`src/rtl/Purple_Jade_pkg.sv`:
```
//==============================================================================
// Module : Purple_Jade_pkg
// Desc   : Global widths, CDB broadcast format and ALU reservation-station entry.
// Rev    : 1.0  initial release
//==============================================================================
`default_nettype none

package Purple_Jade_pkg;

    localparam int WORD_SIZE_P  = 32;
    localparam int WIDTH_OP     = 4;
    localparam int ROB_ENTRY    = 16;
    localparam int NUM_PHYS_REG = 64;
    localparam int FLAG_W       = 4;

    localparam int TAG_W = $clog2(NUM_PHYS_REG);
    localparam int ROB_W = $clog2(ROB_ENTRY);

    localparam logic [WIDTH_OP-1:0] ADD_OP = 4'd0;
    localparam logic [WIDTH_OP-1:0] SUB_OP = 4'd1;

    typedef struct packed {
        logic                   valid;
        logic [TAG_W-1:0]       dest;
        logic [FLAG_W-1:0]      flags;
        logic [WORD_SIZE_P-1:0] result;
    } CDB_t;

    localparam int CDB_WIDTH = $bits(CDB_t);

    typedef struct packed {
        logic                   rdy;
        logic [TAG_W-1:0]       tag;
        logic [WORD_SIZE_P-1:0] val;
    } rs_src_t;

    typedef struct packed {
        logic                valid;
        logic [WIDTH_OP-1:0] op;
        logic                w_v;
        rs_src_t             src1;
        rs_src_t             src2;
        logic [ROB_W-1:0]    rob;
        logic [TAG_W-1:0]    dest;
    } alu_rs_entry_t;

    // Capture a CDB result into a source operand that is still waiting on its tag.
    function automatic rs_src_t wake_src(input rs_src_t s, input CDB_t c);
        rs_src_t r;
        r = s;
        if (c.valid && !s.rdy && (c.dest == s.tag)) begin
            r.rdy = 1'b1;
            r.val = c.result;
        end
        return r;
    endfunction

endpackage

`default_nettype wire

```
`src/rtl/alu_rs_if.sv`:
```
//==============================================================================
// Module : alu_rs_if
// Desc   : Dispatch handshake into, and issue bundle out of, the ALU station.
// Rev    : 1.0  initial release
//==============================================================================
`default_nettype none

interface alu_rs_if;
    import Purple_Jade_pkg::*;

    logic                   disp_v_i;
    logic                   disp_rdy_o;
    logic [WIDTH_OP-1:0]    disp_op_i;
    logic                   disp_w_v_i;
    logic                   disp_src1_rdy_i;
    logic [TAG_W-1:0]       disp_src1_tag_i;
    logic [WORD_SIZE_P-1:0] disp_src1_val_i;
    logic                   disp_src2_rdy_i;
    logic [TAG_W-1:0]       disp_src2_tag_i;
    logic [WORD_SIZE_P-1:0] disp_src2_val_i;
    logic [ROB_W-1:0]       disp_rob_i;
    logic [TAG_W-1:0]       disp_dest_i;

    logic                   exe_v_o;
    logic                   w_v_o;
    logic [WIDTH_OP-1:0]    opcode_o;
    logic [WORD_SIZE_P-1:0] operand1_o;
    logic [WORD_SIZE_P-1:0] operand2_o;
    logic [ROB_W-1:0]       rob_dest_o;
    logic [TAG_W-1:0]       reg_dest_o;

    modport slave (
        input  disp_v_i, disp_op_i, disp_w_v_i,
               disp_src1_rdy_i, disp_src1_tag_i, disp_src1_val_i,
               disp_src2_rdy_i, disp_src2_tag_i, disp_src2_val_i,
               disp_rob_i, disp_dest_i,
        output disp_rdy_o,
               exe_v_o, w_v_o, opcode_o, operand1_o, operand2_o, rob_dest_o, reg_dest_o
    );

    modport master (
        output disp_v_i, disp_op_i, disp_w_v_i,
               disp_src1_rdy_i, disp_src1_tag_i, disp_src1_val_i,
               disp_src2_rdy_i, disp_src2_tag_i, disp_src2_val_i,
               disp_rob_i, disp_dest_i,
        input  disp_rdy_o,
               exe_v_o, w_v_o, opcode_o, operand1_o, operand2_o, rob_dest_o, reg_dest_o
    );

endinterface

`default_nettype wire

```
`src/rtl/rs_age_matrix.sv`:
```
//==============================================================================
// Module : rs_age_matrix
// Desc   : Relative-age tracker; grants the oldest requesting entry (one-hot).
// Rev    : 1.0  initial release
//==============================================================================
`default_nettype none

module rs_age_matrix #(
    parameter int N = 4
) (
    input  wire logic         clk_i,
    input  wire logic         reset_n_i,
    input  wire logic         flush_i,
    input  wire logic [N-1:0] alloc_i,
    input  wire logic [N-1:0] free_i,
    input  wire logic [N-1:0] req_i,
    output logic      [N-1:0] grant_o
);

    logic [N-1:0] r_occ;
    logic [N-1:0] r_age [N];

    // Row i bit j set: entry i is older than entry j. The diagonal stays clear.
    always_ff @(posedge clk_i or negedge reset_n_i) begin
        if (!reset_n_i) begin
            r_occ <= '0;
            for (int i = 0; i < N; i++) r_age[i] <= '0;
        end else if (flush_i) begin
            r_occ <= '0;
            for (int i = 0; i < N; i++) r_age[i] <= '0;
        end else begin
            r_occ <= (r_occ & ~free_i) | alloc_i;
            for (int i = 0; i < N; i++) begin
                if (alloc_i[i])
                    r_age[i] <= ~r_occ & ~alloc_i;
                else if (r_occ[i])
                    r_age[i] <= r_age[i] | alloc_i;
            end
        end
    end

    for (genvar gi = 0; gi < N; gi++) begin : g_grant
        logic [N-1:0] w_older;
        always_comb begin
            for (int j = 0; j < N; j++) w_older[j] = r_age[j][gi];
        end
        assign grant_o[gi] = req_i[gi] & ~|(req_i & w_older);
    end

endmodule

`default_nettype wire

```
`src/rtl/alu_rs.sv`:
```
//==============================================================================
// Module : alu_rs
// Desc   : ADD/SUB reservation station with CDB wakeup and oldest-first issue.
// Rev    : 1.0  initial release
//==============================================================================
`default_nettype none

module alu_rs
    import Purple_Jade_pkg::*;
#(
    parameter int RS_ENTRY = 4
) (
    input  wire logic                 clk_i,
    input  wire logic                 reset_n_i,
    input  wire logic                 flush_i,
    input  wire logic [CDB_WIDTH-1:0] cdb_i,
    alu_rs_if.slave                   rs
);

    alu_rs_entry_t         r_ent [RS_ENTRY];
    alu_rs_entry_t         w_new;
    CDB_t                  w_cdb;
    logic [RS_ENTRY-1:0]   w_valid;
    logic [RS_ENTRY-1:0]   w_ready;
    logic [RS_ENTRY-1:0]   w_alloc;
    logic [RS_ENTRY-1:0]   w_grant;
    logic                  w_fire;
    logic                  w_found;

    logic                   r_exe_v;
    logic                   r_w_v;
    logic [WIDTH_OP-1:0]    r_op;
    logic [WORD_SIZE_P-1:0] r_opnd1;
    logic [WORD_SIZE_P-1:0] r_opnd2;
    logic [ROB_W-1:0]       r_rob;
    logic [TAG_W-1:0]       r_dest;

    assign w_cdb = CDB_t'(cdb_i);

    for (genvar gi = 0; gi < RS_ENTRY; gi++) begin : g_vec
        assign w_valid[gi] = r_ent[gi].valid;
        assign w_ready[gi] = r_ent[gi].valid & r_ent[gi].src1.rdy & r_ent[gi].src2.rdy;
    end

    // Readiness sees only held state, so a slot freed by this cycle's issue is not offered.
    assign rs.disp_rdy_o = ~&w_valid;
    assign w_fire        = rs.disp_v_i & rs.disp_rdy_o & ~flush_i;

    always_comb begin
        w_alloc = '0;
        w_found = 1'b0;
        for (int i = 0; i < RS_ENTRY; i++) begin
            if (!w_valid[i] && !w_found) begin
                w_alloc[i] = w_fire;
                w_found    = 1'b1;
            end
        end
    end

    always_comb begin
        w_new          = '0;
        w_new.valid    = 1'b1;
        w_new.op       = rs.disp_op_i;
        w_new.w_v      = rs.disp_w_v_i;
        w_new.src1.rdy = rs.disp_src1_rdy_i;
        w_new.src1.tag = rs.disp_src1_tag_i;
        w_new.src1.val = rs.disp_src1_val_i;
        w_new.src2.rdy = rs.disp_src2_rdy_i;
        w_new.src2.tag = rs.disp_src2_tag_i;
        w_new.src2.val = rs.disp_src2_val_i;
        w_new.rob      = rs.disp_rob_i;
        w_new.dest     = rs.disp_dest_i;
        w_new.src1     = wake_src(w_new.src1, w_cdb);
        w_new.src2     = wake_src(w_new.src2, w_cdb);
    end

    rs_age_matrix #(.N(RS_ENTRY)) u_age (
        .clk_i     (clk_i),
        .reset_n_i (reset_n_i),
        .flush_i   (flush_i),
        .alloc_i   (w_alloc),
        .free_i    (w_grant),
        .req_i     (w_ready),
        .grant_o   (w_grant)
    );

    always_ff @(posedge clk_i or negedge reset_n_i) begin
        if (!reset_n_i) begin
            for (int i = 0; i < RS_ENTRY; i++) r_ent[i] <= '0;
        end else begin
            for (int i = 0; i < RS_ENTRY; i++) begin
                if (flush_i) begin
                    r_ent[i].valid <= 1'b0;
                end else if (w_alloc[i]) begin
                    r_ent[i] <= w_new;
                end else begin
                    if (w_grant[i]) r_ent[i].valid <= 1'b0;
                    r_ent[i].src1 <= wake_src(r_ent[i].src1, w_cdb);
                    r_ent[i].src2 <= wake_src(r_ent[i].src2, w_cdb);
                end
            end
        end
    end

    always_ff @(posedge clk_i or negedge reset_n_i) begin
        if (!reset_n_i) begin
            r_exe_v <= 1'b0;
            r_w_v   <= 1'b0;
            r_op    <= '0;
            r_opnd1 <= '0;
            r_opnd2 <= '0;
            r_rob   <= '0;
            r_dest  <= '0;
        end else if (flush_i) begin
            r_exe_v <= 1'b0;
        end else begin
            r_exe_v <= |w_grant;
            for (int i = 0; i < RS_ENTRY; i++) begin
                if (w_grant[i]) begin
                    r_w_v   <= r_ent[i].w_v;
                    r_op    <= r_ent[i].op;
                    r_opnd1 <= r_ent[i].src1.val;
                    r_opnd2 <= r_ent[i].src2.val;
                    r_rob   <= r_ent[i].rob;
                    r_dest  <= r_ent[i].dest;
                end
            end
        end
    end

    assign rs.exe_v_o    = r_exe_v;
    assign rs.w_v_o      = r_w_v;
    assign rs.opcode_o   = r_op;
    assign rs.operand1_o = r_opnd1;
    assign rs.operand2_o = r_opnd2;
    assign rs.rob_dest_o = r_rob;
    assign rs.reg_dest_o = r_dest;

endmodule

`default_nettype wire

```
`src/flat_wrapper.sv`:
```
// flat-port wrapper written by rule: the top's interface ports become plain ports
module alu_rs_flat import Purple_Jade_pkg::*;
#(
    parameter int RS_ENTRY = 4
)
  (clk_i, reset_n_i, flush_i, cdb_i, rs_disp_v_i, rs_disp_op_i, rs_disp_w_v_i, rs_disp_src1_rdy_i, rs_disp_src1_tag_i, rs_disp_src1_val_i, rs_disp_src2_rdy_i, rs_disp_src2_tag_i, rs_disp_src2_val_i, rs_disp_rob_i, rs_disp_dest_i, rs_disp_rdy_o, rs_exe_v_o, rs_w_v_o, rs_opcode_o, rs_operand1_o, rs_operand2_o, rs_rob_dest_o, rs_reg_dest_o);
  alu_rs_if rs_i ();
  input  wire logic clk_i;
  input  wire logic reset_n_i;
  input  wire logic flush_i;
  input  wire logic [CDB_WIDTH-1:0] cdb_i;
  input wire logic [$bits(rs_i.disp_v_i)-1:0] rs_disp_v_i;
  input wire logic [$bits(rs_i.disp_op_i)-1:0] rs_disp_op_i;
  input wire logic [$bits(rs_i.disp_w_v_i)-1:0] rs_disp_w_v_i;
  input wire logic [$bits(rs_i.disp_src1_rdy_i)-1:0] rs_disp_src1_rdy_i;
  input wire logic [$bits(rs_i.disp_src1_tag_i)-1:0] rs_disp_src1_tag_i;
  input wire logic [$bits(rs_i.disp_src1_val_i)-1:0] rs_disp_src1_val_i;
  input wire logic [$bits(rs_i.disp_src2_rdy_i)-1:0] rs_disp_src2_rdy_i;
  input wire logic [$bits(rs_i.disp_src2_tag_i)-1:0] rs_disp_src2_tag_i;
  input wire logic [$bits(rs_i.disp_src2_val_i)-1:0] rs_disp_src2_val_i;
  input wire logic [$bits(rs_i.disp_rob_i)-1:0] rs_disp_rob_i;
  input wire logic [$bits(rs_i.disp_dest_i)-1:0] rs_disp_dest_i;
  output wire logic [$bits(rs_i.disp_rdy_o)-1:0] rs_disp_rdy_o;
  output wire logic [$bits(rs_i.exe_v_o)-1:0] rs_exe_v_o;
  output wire logic [$bits(rs_i.w_v_o)-1:0] rs_w_v_o;
  output wire logic [$bits(rs_i.opcode_o)-1:0] rs_opcode_o;
  output wire logic [$bits(rs_i.operand1_o)-1:0] rs_operand1_o;
  output wire logic [$bits(rs_i.operand2_o)-1:0] rs_operand2_o;
  output wire logic [$bits(rs_i.rob_dest_o)-1:0] rs_rob_dest_o;
  output wire logic [$bits(rs_i.reg_dest_o)-1:0] rs_reg_dest_o;
  assign rs_i.disp_v_i = rs_disp_v_i;
  assign rs_i.disp_op_i = rs_disp_op_i;
  assign rs_i.disp_w_v_i = rs_disp_w_v_i;
  assign rs_i.disp_src1_rdy_i = rs_disp_src1_rdy_i;
  assign rs_i.disp_src1_tag_i = rs_disp_src1_tag_i;
  assign rs_i.disp_src1_val_i = rs_disp_src1_val_i;
  assign rs_i.disp_src2_rdy_i = rs_disp_src2_rdy_i;
  assign rs_i.disp_src2_tag_i = rs_disp_src2_tag_i;
  assign rs_i.disp_src2_val_i = rs_disp_src2_val_i;
  assign rs_i.disp_rob_i = rs_disp_rob_i;
  assign rs_i.disp_dest_i = rs_disp_dest_i;
  assign rs_disp_rdy_o = rs_i.disp_rdy_o;
  assign rs_exe_v_o = rs_i.exe_v_o;
  assign rs_w_v_o = rs_i.w_v_o;
  assign rs_opcode_o = rs_i.opcode_o;
  assign rs_operand1_o = rs_i.operand1_o;
  assign rs_operand2_o = rs_i.operand2_o;
  assign rs_rob_dest_o = rs_i.rob_dest_o;
  assign rs_reg_dest_o = rs_i.reg_dest_o;
  alu_rs #(.RS_ENTRY(RS_ENTRY)) u_core (.clk_i(clk_i), .reset_n_i(reset_n_i), .flush_i(flush_i), .cdb_i(cdb_i), .rs(rs_i));
endmodule
```
`config.mk`:
```
export PLATFORM = sky130hd
export DESIGN_NAME = alu_rs_flat
export DESIGN_NICKNAME = d
export VERILOG_FILES = /design/src/rtl/Purple_Jade_pkg.sv /design/src/rtl/alu_rs_if.sv /design/src/rtl/rs_age_matrix.sv /design/src/rtl/alu_rs.sv /design/src/flat_wrapper.sv
export SDC_FILE = /design/constraint.sdc
export NUM_CORES = 1
export LEC_CHECK = 0
export CORE_ASPECT_RATIO = 0.6
export CORE_MARGIN = 3
export CORE_UTILIZATION = 30
export DETAILED_ROUTE_END_ITERATION = 8
export GPL_TIMING_DRIVEN = 0
export HOLD_SLACK_MARGIN = 0.02
export PLACE_DENSITY = 0.5
export SETUP_SLACK_MARGIN = 0.05
export SLEW_MARGIN = 15
export SYNTH_ARGS = -nofsm -noshare
export SYNTH_HDL_FRONTEND = slang
export SYNTH_SLANG_ARGS = --single-unit
```
`constraint.sdc`:
```
create_clock -name clk_i -period 5.8 [get_ports clk_i]
set_clock_uncertainty 0.2 [all_clocks]
set_input_delay 1.16 -clock clk_i [delete_from_list [all_inputs] [get_ports clk_i]]
set_output_delay 1.16 -clock clk_i [all_outputs]
set_load 0.05 [all_outputs]
```
==> summary.md, run 1 <==
| Metric | Value |
|---|---|
| Status | finished, final reports clean |
| Synthesized area per cell | just under 10 µm² |
| Fin crit share | 78.32% |
| Maximum vdd drop | around 0.3 mV |
| Clk root buf | clkbuf_16 |
| CTS buffer count | 50 |
| Crit. End Element | flop |
| Residual DRC | 0 |
| Met3 Use GR | under 10% |
| Final GP Congestion | around 0.90 |
| CTS tree | done |
| Commonest cells post-synth | dfrtp_1 (476), nand2_1 (417), a21oi_1 (170) |
| Mux contribution to synthesized area | 5.673% |
| Via density | approximately 5.5 |
| Maxcap violations | 0 |
| H-tree levels | 2 |
| Simple-gate area share of the yosys netlist | ~15% |
| CTS resizes | 0 |
| Post-synthesis sequential area ratio | 52.75% |
| DP Cell Count | between 3,000 and 4,000 |
| Filler instances | 7,352 |
| Clk slew on worst S/H paths | 0.06 ns |
| Layout Cells excl Fill | roughly 3,600 |
| Worst-skew pair later-pin latency | 0.62 ns |
| Flops & latches, synth | between 400 and 500 |
| Crit path max-delay family | buffers and inverters |
| Adder-Cell Fraction of Synth Area | 0% |
| Syn Inst Count | between 2,000 and 2,500 |
| Worst path max stage delay | roughly 0.86 ns |
| RSZ-0062 raised after global routing | false |
| First-pass GRT wire length | approximately 130 mm |
| Die area | 78,710 µm² |
| Post-synth top area share | 52.75% |
| Crit path kind | in -> reg |
| Final setup viols | 0 |
| Crit path cell chain | clkdlybuf4s50_1, nor2b_1, nand4_1, o31ai_1, buf_2, buf_1, a21oi_1 |
| GR Util met1 | 33.14% |
| Largest family of logic cells by synthesized area | compound AO/OA/AOI/OAI gates |
| Synth Area in Compound Gates | 19.77% |
| Antenna violations before repair | 14 |
| Clk sink count | approximately 480 |
| Initial Util | between 30% and 40% |
| Largest net degree at the start of global routing | between 90 and 100 |
| DR vias | around 20,000 |
| Fraction of registers with async set or reset after synthesis | 100.0% |
| Cells taking the most area after synthesis | dfrtp_1 (53%), nand2_1 (6.9%), mux2i_1 (5.7%) |
| Worst reg2reg path depth | 9 |
| Cell area after synthesis | 22,580 µm² |
| Top Usage Layer GRT | met1 |
| Top Ports | 221 |
| GR Layer Usage met2 | between 30 and 40% |
| CP max stage cell | o31ai_1 |
| Row count | 77 |
| Hold path cells | 2 |
| Core area | around 74,000 µm² |
| Worst Setup SP | cdb_i[42] |
| Top-count cell post-synth | dfrtp_1 |
| Tot GR Track Use | roughly 22% |
| Number of global-route vias before repair | a little under 20,000 |
| Power consumption | 12.01 mW |
| Drt first pass iters | 5 |
| Hold Crit Start | u_core.r_ent[189] |
| EDFF count, synth | 0 |
| Post-detail-place hpwl | 63.49 mm |
| Yosys top cell by area | dfrtp_1 |
| Post-CTS setup buffer count | 0 |
| Final hold violations | 0 |
| First-iteration detailed-routing DRC count | around 2,000 |
| Critical R2R Launch | u_core.r_ent[375] |
| Most used DFF post-synth | dfrtp_1 |
| Distinct cells, synth | 48 |
| Max-slew headroom | about 28% |
| Number of buffers added on ports | 180 |
| Nets | 2,681 |
| Die Y | 218.5 µm |
| Share of layout cells above drive strength 1 | around 7.3% |
| Pwr per Cell Area | 439.1 nW/µm² |
| Final wirelength | 89.00 mm |
| Die width | 360.2 µm |
| Hold Buf Count CTS | 0 |
| Syn Nets | around 2,400 |
| Worst EP arrival | roughly 4.8 ns |
| CP Max Fanout | 10 |
| CP required | about 6 ns |
| Fmax | 220.1 MHz |
| Area Overhead vs Synth | 21.09% |
| CTS max path bufs | 3 |
| YS warnings | 0 |
| DRT antenna net count | 0 |
| Slew Viols, Final | 0 |
| Smallest hold slack | between 0.2 and 0.3 ns |
| WP depth | 7 |
| XOR/XNOR Fraction of Synth Area | 2.327% |
| Worst hold path type | reg -> reg |
| WP buf/inv | 3 |
| Startpoint Class | input pin |
| Worst Max-Slew Pin Slew | 1.069 ns |
| Routed WL per cell | approximately 25 µm |
| Tmin final | around 4.5 ns |
| GR Overflow Total | 0 |
| Leak pwr | about 12 nW |
-- routing by layer --
layer  part of all wire, %  wire (µm)
met4                   2.3       2021
met2                    40      35820
met5                  0.19        170
met3                    10       9083
met1                    47      41900
-- sequential cells by signal, summed over array words and instances (netlist names) --
name / flops
u_core.r_ent: 376
u_core.rs.exe_v_o: 1
u_core.rs.opcode_o: 4
u_core.rs.operand1_o: 32
u_core.rs.operand2_o: 32
u_core.rs.reg_dest_o: 6
u_core.rs.rob_dest_o: 4
u_core.rs.w_v_o: 1
u_core.u_age.g_grant.w_older: 16
u_core.u_age.r_occ: 4
-- area by class of cell --
type                    count  area (µm²)  share of cell area [%]
plain buffers             209       929.6                   3.400
clock inverters             7       73.82                  0.2699
clock buffers              81        1488                   5.440
flip-flops and latches    476       11910                   43.56
multi-input cells        1581        9604                   35.12
diodes                      7       17.52                 0.06406
repair buffers            185        1944                   7.110
inverters                  38       142.6                  0.5216
well taps                 987        1235                   4.516
-- cell families (layout without fill, tap and decap cells) --
| group | after synthesis | count (layout) |
|---|---|---|
| other cells | 0 | 7 |
| xor+xnor | 60 | 60 |
| compound gates | 646 | 646 |
| mux | 128 | 128 |
| buf+inv | 247 | 520 |
| simple gates | 747 | 747 |
| flops | 476 | 476 |
-- report_power, final --
part	internal, mW	leakage, nW	switching [mW]
registers	4.40	5.77	0.720
logic	1.45	5.32	2.26
clock network	1.79	0.762	1.39
-- path summary, 6_finish.rpt --
kind	to	slack (ns)
max	u_core.r_ent[241]	1.26
min	u_core.r_ent[189]	0.27
max reg2reg	u_core.rs.operand1_o[4]	2.35
min reg2reg	u_core.r_ent[189]	0.27
max in group asynchronous	u_core.r_ent[261]	3.62
min in group asynchronous	u_core.r_ent[186]	0.38
-- metrics by stage --
step           utilization [%]  cell area, µm²  worst slack, ns  setup TNS, ns
3_3_place_gp             34.58           25620           -18.53       -8778.51
3_5_place_dp             34.77           25760           0.7044              0
4_1_cts                  36.88           27320            1.352              0
6_report                 36.91           27350            1.257              0
5_1_grt                  36.90           27340            1.159              0
2_1_floorplan                -           22580            2.755              0
-- placed cells by master, fill, tap and decap left out, types with 62 or more instances in the layout --
cell             count
a211oi_1            95
a21oi_1            170
and2_1              81
clkbuf_1           153
clkdlybuf4s50_1    179
dfrtp_1            476
mux2i_1            128
nand2_1            417
nor2_1             144
o21a_1              62
o22a_1              62
o22ai_1            111
o31ai_1             84
-- worst register-to-register path, delay by kind of cell (launching register included) --
| kind | cells | cell delay, ns |
|---|---|---|
| compound gates | 2 | 0.36 |
| buf+inv | 4 | 1.65 |
| flops | 1 | 0.36 |
| simple gates | 3 | 0.76 |
Power figures use the tool's default switching activity.
==> inputs of run 2 (changes only) <==
--- a/config.mk
+++ b/config.mk
@@ -11,7 +11,7 @@
 export DETAILED_ROUTE_END_ITERATION = 8
 export GPL_TIMING_DRIVEN = 0
 export HOLD_SLACK_MARGIN = 0.02
-export PLACE_DENSITY = 0.5
+export PLACE_DENSITY = 0.52
 export SETUP_SLACK_MARGIN = 0.05
 export SLEW_MARGIN = 15
 export SYNTH_ARGS = -nofsm -noshare
==> constraint.sdc (replaced) <==
create_clock -name clk_i -period 3.8 [get_ports clk_i]
set_clock_uncertainty 0.2 [all_clocks]
set_input_delay 0.76 -clock clk_i [delete_from_list [all_inputs] [get_ports clk_i]]
set_output_delay 0.76 -clock clk_i [all_outputs]
set_load 0.05 [all_outputs]
==> summary.md, run 2 (synthesis gave the netlist of run 1 again) <==
| Metric | Value |
|---|---|
| Slew Viols, Final | 0 (unchanged) |
| Hold Path Sink | u_core.r_ent[190] |
| Biggest register | u_core.r_ent |
| Routed WL per cell | 24.58 µm (-1.4%) |
| Commonest non-fill, non-tap cell in the layout | dfrtp_1 |
| Hold path cells | 2 (unchanged) |
| Initial Util | 30.48% (unchanged) |
| Worst reg2reg path depth | 8 (-1) |
| Antenna violations before repair | 10 (-4) |
| Final GP Congestion | 0.8927 (-1.3%) |
| Residual DRC | 0 (unchanged) |
| CP max stage cell | o21ai_1 |
| Number of buffers added on ports | 180 (unchanged) |
| Row count | 77 (unchanged) |
| Post-route cell area | 27,450 µm² (+0.39%) |
| CP Max Fanout | 10 (unchanged) |
| Crit path cell chain | clkdlybuf4s50_1, clkbuf_1, nor3b_1, nand4_1, o21ai_1, clkbuf_1, o22ai_1, a21oi_1 |
| Worst EP arrival | 4.01 ns (-0.75 ns) |
| DR vias | 19,459 (-0.041%) |
| Leak pwr | 11.93 nW (+0.60%) |
| CTS buffer count | 50 (unchanged) |
| Clk root buf | clkbuf_16 |
| Filler instances | 7,396 (+0.60%) |
| Final setup viols | 0 (unchanged) |
| Pwr per Cell Area | 677.7 nW/µm² (+54%) |
| Fin crit share | 97.62% |
| RSZ-0062 raised after global routing | false |
| Post-detail-place hpwl | 62.67 mm (-1.3%) |
| Drt first pass iters | 5 (unchanged) |
| Die area | 78,710 µm² (unchanged) |
| Placed cell areas | 25,760 µm² (unchanged) |
| Hold Crit Start | u_core.r_ent[190] |
| Maxcap violations | 0 (unchanged) |
| Crit. End Element | flop |
| Tot GR Track Use | 21.99% (-0.18 points) |
| Clk slew on worst S/H paths | 0.06 ns (about the same) |
| CTS max path bufs | 3 (unchanged) |
| Maximum vdd drop | 0.4171 mV (+39%) |
| Top Ports | 221 (unchanged) |
| Area Overhead vs Synth | 21.56% |
| Number of global-route vias before repair | 19,890 (+3.0%) |
| Worst-skew pair later-pin latency | 0.62 ns (about the same) |
| Crit path kind | in -> reg |
| Tmin final | between 3 and 4 ns |
| Max FFs per register | 376 (unchanged) |
| Worst path max stage delay | 0.78 ns (-0.08 ns) |
| DRT antenna net count | 0 (unchanged) |
| CTS tree | done |
| H-tree levels | 2 (unchanged) |
| Final wirelength | 87.69 mm (-1.5%) |
| First-iteration detailed-routing DRC count | 1,686 (-16%) |
| Die Y | 218.5 µm (unchanged) |
| Worst hold path type | reg -> reg |
| Power consumption | 18.60 mW (+55%) |
| RR Endpoint | u_core.rs.rob_dest_o[0] |
| Status | finished, final reports clean |
| Final core occ | 37.05% (+0.14 points) |
| Die width | 360.2 µm (unchanged) |
| Core area | 74,090 µm² (unchanged) |
| Worst Max-Slew Pin Slew | 0.9978 ns (-0.07086 ns) |
| Via density | 5.455 (about the same) |
| Startpoint Class | input pin |
| Max-slew headroom | 33.04% (+4.9 points) |
| Nets | 2,684 (+0.11%) |
| Largest net degree at the start of global routing | 102 (+6.3%) |
| First-pass GRT wire length | 131.3 mm (+0.70%) |
| Most frequent cells in the layout | dfrtp_1 (476), nand2_1 (417), clkdlybuf4s50_1 (179) |
| Clk sink count | 476 (unchanged) |
| Critical R2R Launch | u_core.r_ent[48] |
| FF-to-FF setup slack | 0.37 ns (-1.98 ns) |
| Final hold violations | 0 (unchanged) |
| Fmax | between 200 and 300 MHz |
| CP required | 4.10 ns (-1.92 ns) |
| GR Overflow Total | 0 (unchanged) |
| Share of layout cells above drive strength 1 | 7.719% (+0.39 points) |
| CP most frequent cell | clkbuf_1 |
run 2: changes by cell type in the layout (fill, tap and decap cells not counted), moves of 2 or more:
cell	delta
buf_4	+2
bufinv_16	+3
clkbuf_1	-9
clkinv_2	+2
diode_2	-5
inv_6	+2
run 2: per-stage QoR:
step                      setup TNS (ns)  std cells  setup WS, ns  hold slack, ns
after global routing                   0       3567       0.08405          0.2899
final                                  0       3567       0.09057          0.2673
after floorplan                        0       2304         1.155          0.2374
after CTS                              0       3563       0.08350          0.2709
after global placement          -9587.03       3471        -20.00          0.2514
after detailed placement          -99.10       3476       -0.7826          0.2572
run 2: final cells by class:
class	count	area, µm²	share of cell area [%]
timing repair buffer	188	1969	7.174
buffer	209	937.1	3.414
inverter	38	142.6	0.5196
clock inverter	12	167.7	0.6107
sequential	476	11910	43.39
multi-input combinational	1581	9612	35.01
clock buffer	74	1473	5.364
tap	987	1235	4.498
antenna	2	5.005	0.01823
run 2: what timing repair did:
| item | in CTS | in global routing |
|---|---|---|
| setup buffers | 0 | 2 |
| endpoints found under the setup margin | 40 | 53 |
| hold endpoints to repair | 54 | 0 |
| resized for setup | 2 | 5 |
| hold buffers | 1 | 0 |
| pin swaps | 0 | 1 |
run 2: worst max-delay path by stage:
stage | startpoint | to | cells past startpoint
2_1_floorplan | cdb_i[40] | u_core.r_ent[293] | 7
6_report | flush_i | u_core.r_ent[334] | 8
4_1_cts | cdb_i[42] | u_core.r_ent[124] | 8
3_5_place_dp | cdb_i[42] | u_core.r_ent[241] | 7
5_1_grt | flush_i | u_core.r_ent[334] | 8
3_3_place_gp | reset_n_i | u_core.r_ent[158] | 1
run 2: critical path, delay by kind of cell:
| kind | cells | cell delay (ns) |
|---|---|---|
| buffers and inverters | 3 | 1.62 |
| AOI/OAI and AO/OA | 3 | 1.16 |
| and+or+nand+nor | 2 | 0.46 |
run 2: where the power goes:
part / internal [mW] / leakage (nW) / switching (mW)
clock: 2.94 / 0.811 / 2.16
combinational: 2.21 / 5.35 / 3.45
sequential: 6.72 / 5.77 / 1.12
total: 11.9 / 11.9 / 6.74
run 2: per-layer routing:
layer | share of wire [%] | GRT usage [%] | wire [µm]
met2 | 41 | 31.53 | 36350
met3 | 8.7 | 5.539 | 7625
met5 | 0.076 | 0 | 67
met1 | 48 | 32.79 | 41900
met4 | 2.0 | 5.438 | 1748
==> inputs of run 3 (changes only) <==
--- a/config.mk
+++ b/config.mk
@@ -6,9 +6,10 @@
 export NUM_CORES = 1
 export LEC_CHECK = 0
 export CORE_ASPECT_RATIO = 0.6
-export CORE_MARGIN = 3
+export CORE_MARGIN = 2
 export CORE_UTILIZATION = 30
 export DETAILED_ROUTE_END_ITERATION = 8
+export GPL_ROUTABILITY_DRIVEN = 0
 export GPL_TIMING_DRIVEN = 0
 export HOLD_SLACK_MARGIN = 0.02
 export PLACE_DENSITY = 0.52
==> summary.md, run 3 (synthesis gave the netlist of run 1 again) <==
| Metric | Value |
|---|---|
| Worst hold path type | reg -> reg |
| Leak pwr | 11.97 nW (+0.31%) |
| CP max stage cell | o21ai_1 |
| Final worst slack | 0.2338 ns (+0.1432 ns) |
| First-iteration detailed-routing DRC count | 1,868 (+11%) |
| Drt first pass iters | 5 (unchanged) |
| Worst EP arrival | 3.89 ns (-0.12 ns) |
| Pwr per Cell Area | 681.3 nW/µm² (+0.54%) |
| CTS buffer count | 51 (+2.0%) |
| Clk root buf | clkbuf_16 |
| FF-to-FF setup slack | 0.33 ns (-0.04 ns) |
| Via density | 5.473 (+0.32%) |
| RR Endpoint | u_core.rs.operand1_o[21] |
| Startpoint Class | input pin |
| H-tree levels | 2 (unchanged) |
| Fmax | 280.4 MHz (+4.0%) |
| GR Overflow Total | 0 (unchanged) |
| Max-slew headroom | 33.46% (+0.43 points) |
| CP required | 4.13 ns (+0.03 ns) |
| Worst-skew pair later-pin latency | 0.62 ns (about the same) |
| Row count | 77 (unchanged) |
| Max FFs per register | 376 (unchanged) |
| Routed WL per cell | 24.69 µm (+0.44%) |
| Final setup viols | 0 (unchanged) |
| DR vias | 19,554 (+0.49%) |
| CTS tree | done |
| Final TNS setup | 0 ns (unchanged) |
| DRT antenna net count | 0 (unchanged) |
| Commonest non-fill, non-tap cell in the layout | dfrtp_1 |
| Biggest register | u_core.r_ent |
| Maxcap violations | 0 (unchanged) |
| Worst Max-Slew Pin Slew | 0.9889 ns (-0.008824 ns) |
| Clk sink count | 476 (unchanged) |
| Final hold violations | 0 (unchanged) |
| Place WS | -0.7641 ns (+0.01853 ns) |
| First-pass GRT wire length | 130.4 mm (-0.70%) |
| Largest net degree at the start of global routing | 101 (-0.98%) |
| Status | finished, final reports clean |
| Worst reg2reg path depth | 9 (+1) |
| Initial Util | 30.48% (unchanged) |
| Post-detail-place hpwl | 62.79 mm (+0.18%) |
| Die width | 358.2 µm (-0.56%) |
| Core area | 74,090 µm² (unchanged) |
| Slew Viols, Final | 0 (unchanged) |
| Residual DRC | 0 (unchanged) |
| Nets | 2,683 (-0.037%) |
| Antenna violations before repair | 12 (+2) |
| Hold Path Sink | u_core.r_ent[191] |
| CP Max Fanout | 10 (unchanged) |
| Final wirelength | 88.23 mm (+0.61%) |
| Number of buffers added on ports | 180 (unchanged) |
| Fin crit share | 93.85% (-3.8 points) |
| Die Y | 216.5 µm (-0.92%) |
| Top Ports | 221 (unchanged) |
| Hold Crit Start | u_core.r_ent[191] |
| Hold path cells | 2 (unchanged) |
| CTS max path bufs | 3 (unchanged) |
| Worst path max stage delay | 0.75 ns (-0.03 ns) |
| Die area | 77,560 µm² (-1.5%) |
| Smallest hold slack | 0.2663 ns (-0.0009970 ns) |
| Area Overhead vs Synth | 21.91% |
| Share of layout cells above drive strength 1 | 7.984% (+0.27 points) |
| CP most frequent cell | clkbuf_1 |
| Crit path kind | in -> reg |
| Critical R2R Launch | u_core.r_ent[281] |
| Most frequent cells in the layout | dfrtp_1 (476), nand2_1 (417), clkdlybuf4s50_1 (179) |
| Maximum vdd drop | 0.4198 mV (+0.65%) |
| RSZ-0062 raised after global routing | false |
| Number of global-route vias before repair | 19,609 (-1.4%) |
| Crit. End Element | flop |
| Clk slew on worst S/H paths | 0.07 ns (about the same) |
| Crit path cell chain | clkdlybuf4s50_1, clkbuf_1, nor3b_1, nand4_1, o21ai_1, clkbuf_1, o22ai_1, a21oi_1 |
| Tmin final | 3.566 ns (-0.1432 ns) |
| Tot GR Track Use | 22.50% (+0.50 points) |
| Post-CTS setup buffer count | 0 (unchanged) |
==> run 3: layer usage <==
metal	up-vias	part of all wire [%]	track usage (%)
li1	8595	-	-
met5	-	0.080	0
met1	9920	47	33.62
met2	871	41	31.54
met4	10	2.2	6.067
met3	158	9.0	6.139
==> run 3: per-stage QoR <==
step                utilization (%)  total power, mW  area, µm²  std cells
floorplan                         -            11.32      22580       2304
global placement              34.58            13.40      25620       3471
detailed placement            34.77            13.56      25760       3476
CTS                           37.13            18.86      27510       3567
global route                  37.15            19.71      27520       3569
finish                        37.16            18.76      27530       3573
==> run 3: what timing repair did <==
item,4_1_cts,5_1_grt
hold buffers,1,0
cloned,0,0
resized for setup,2,5
endpoints found under the setup margin,41,32
hold endpoints to repair,59,0
==> run 3: cell type report <==
class / count / area [µm²]
Clock inverter: 10 / 110.1
Clock buffer: 80 / 1618
Tap cell: 987 / 1235
Inverter: 38 / 142.6
Multi-Input combinational cell: 1581 / 9612
Antenna cell: 6 / 15.01
Sequential cell: 476 / 11910
Timing Repair Buffer: 186 / 1954
Fill cell: 7325 / 46560
Buffer: 209 / 932.1
==> run 3: power by group <==
group          switching (mW)  internal [mW]
Clock                    2.19           3.04
Sequential               1.14           6.72
Combinational            3.46           2.21
==> run 3: how the worst max path moves through the flow <==
stage,start,to,slack (ns),depth (start not counted)
after floorplan,cdb_i[40],u_core.r_ent[293],1.16,7
after global placement,reset_n_i,u_core.r_ent[167],-19.83,1
after detailed placement,cdb_i[42],u_core.r_ent[312],-0.76,7
after CTS,cdb_i[42],u_core.r_ent[126],0.07,8
after global routing,flush_i,u_core.r_ent[341],0.06,8
final,flush_i,u_core.r_ent[341],0.23,8
==> run 3: worst max-delay path: cells and delay by family <==
family / cells / cell delay (ns)
buf+inv: 3 / 1.55
compound gates: 3 / 1.14
simple gates: 2 / 0.45
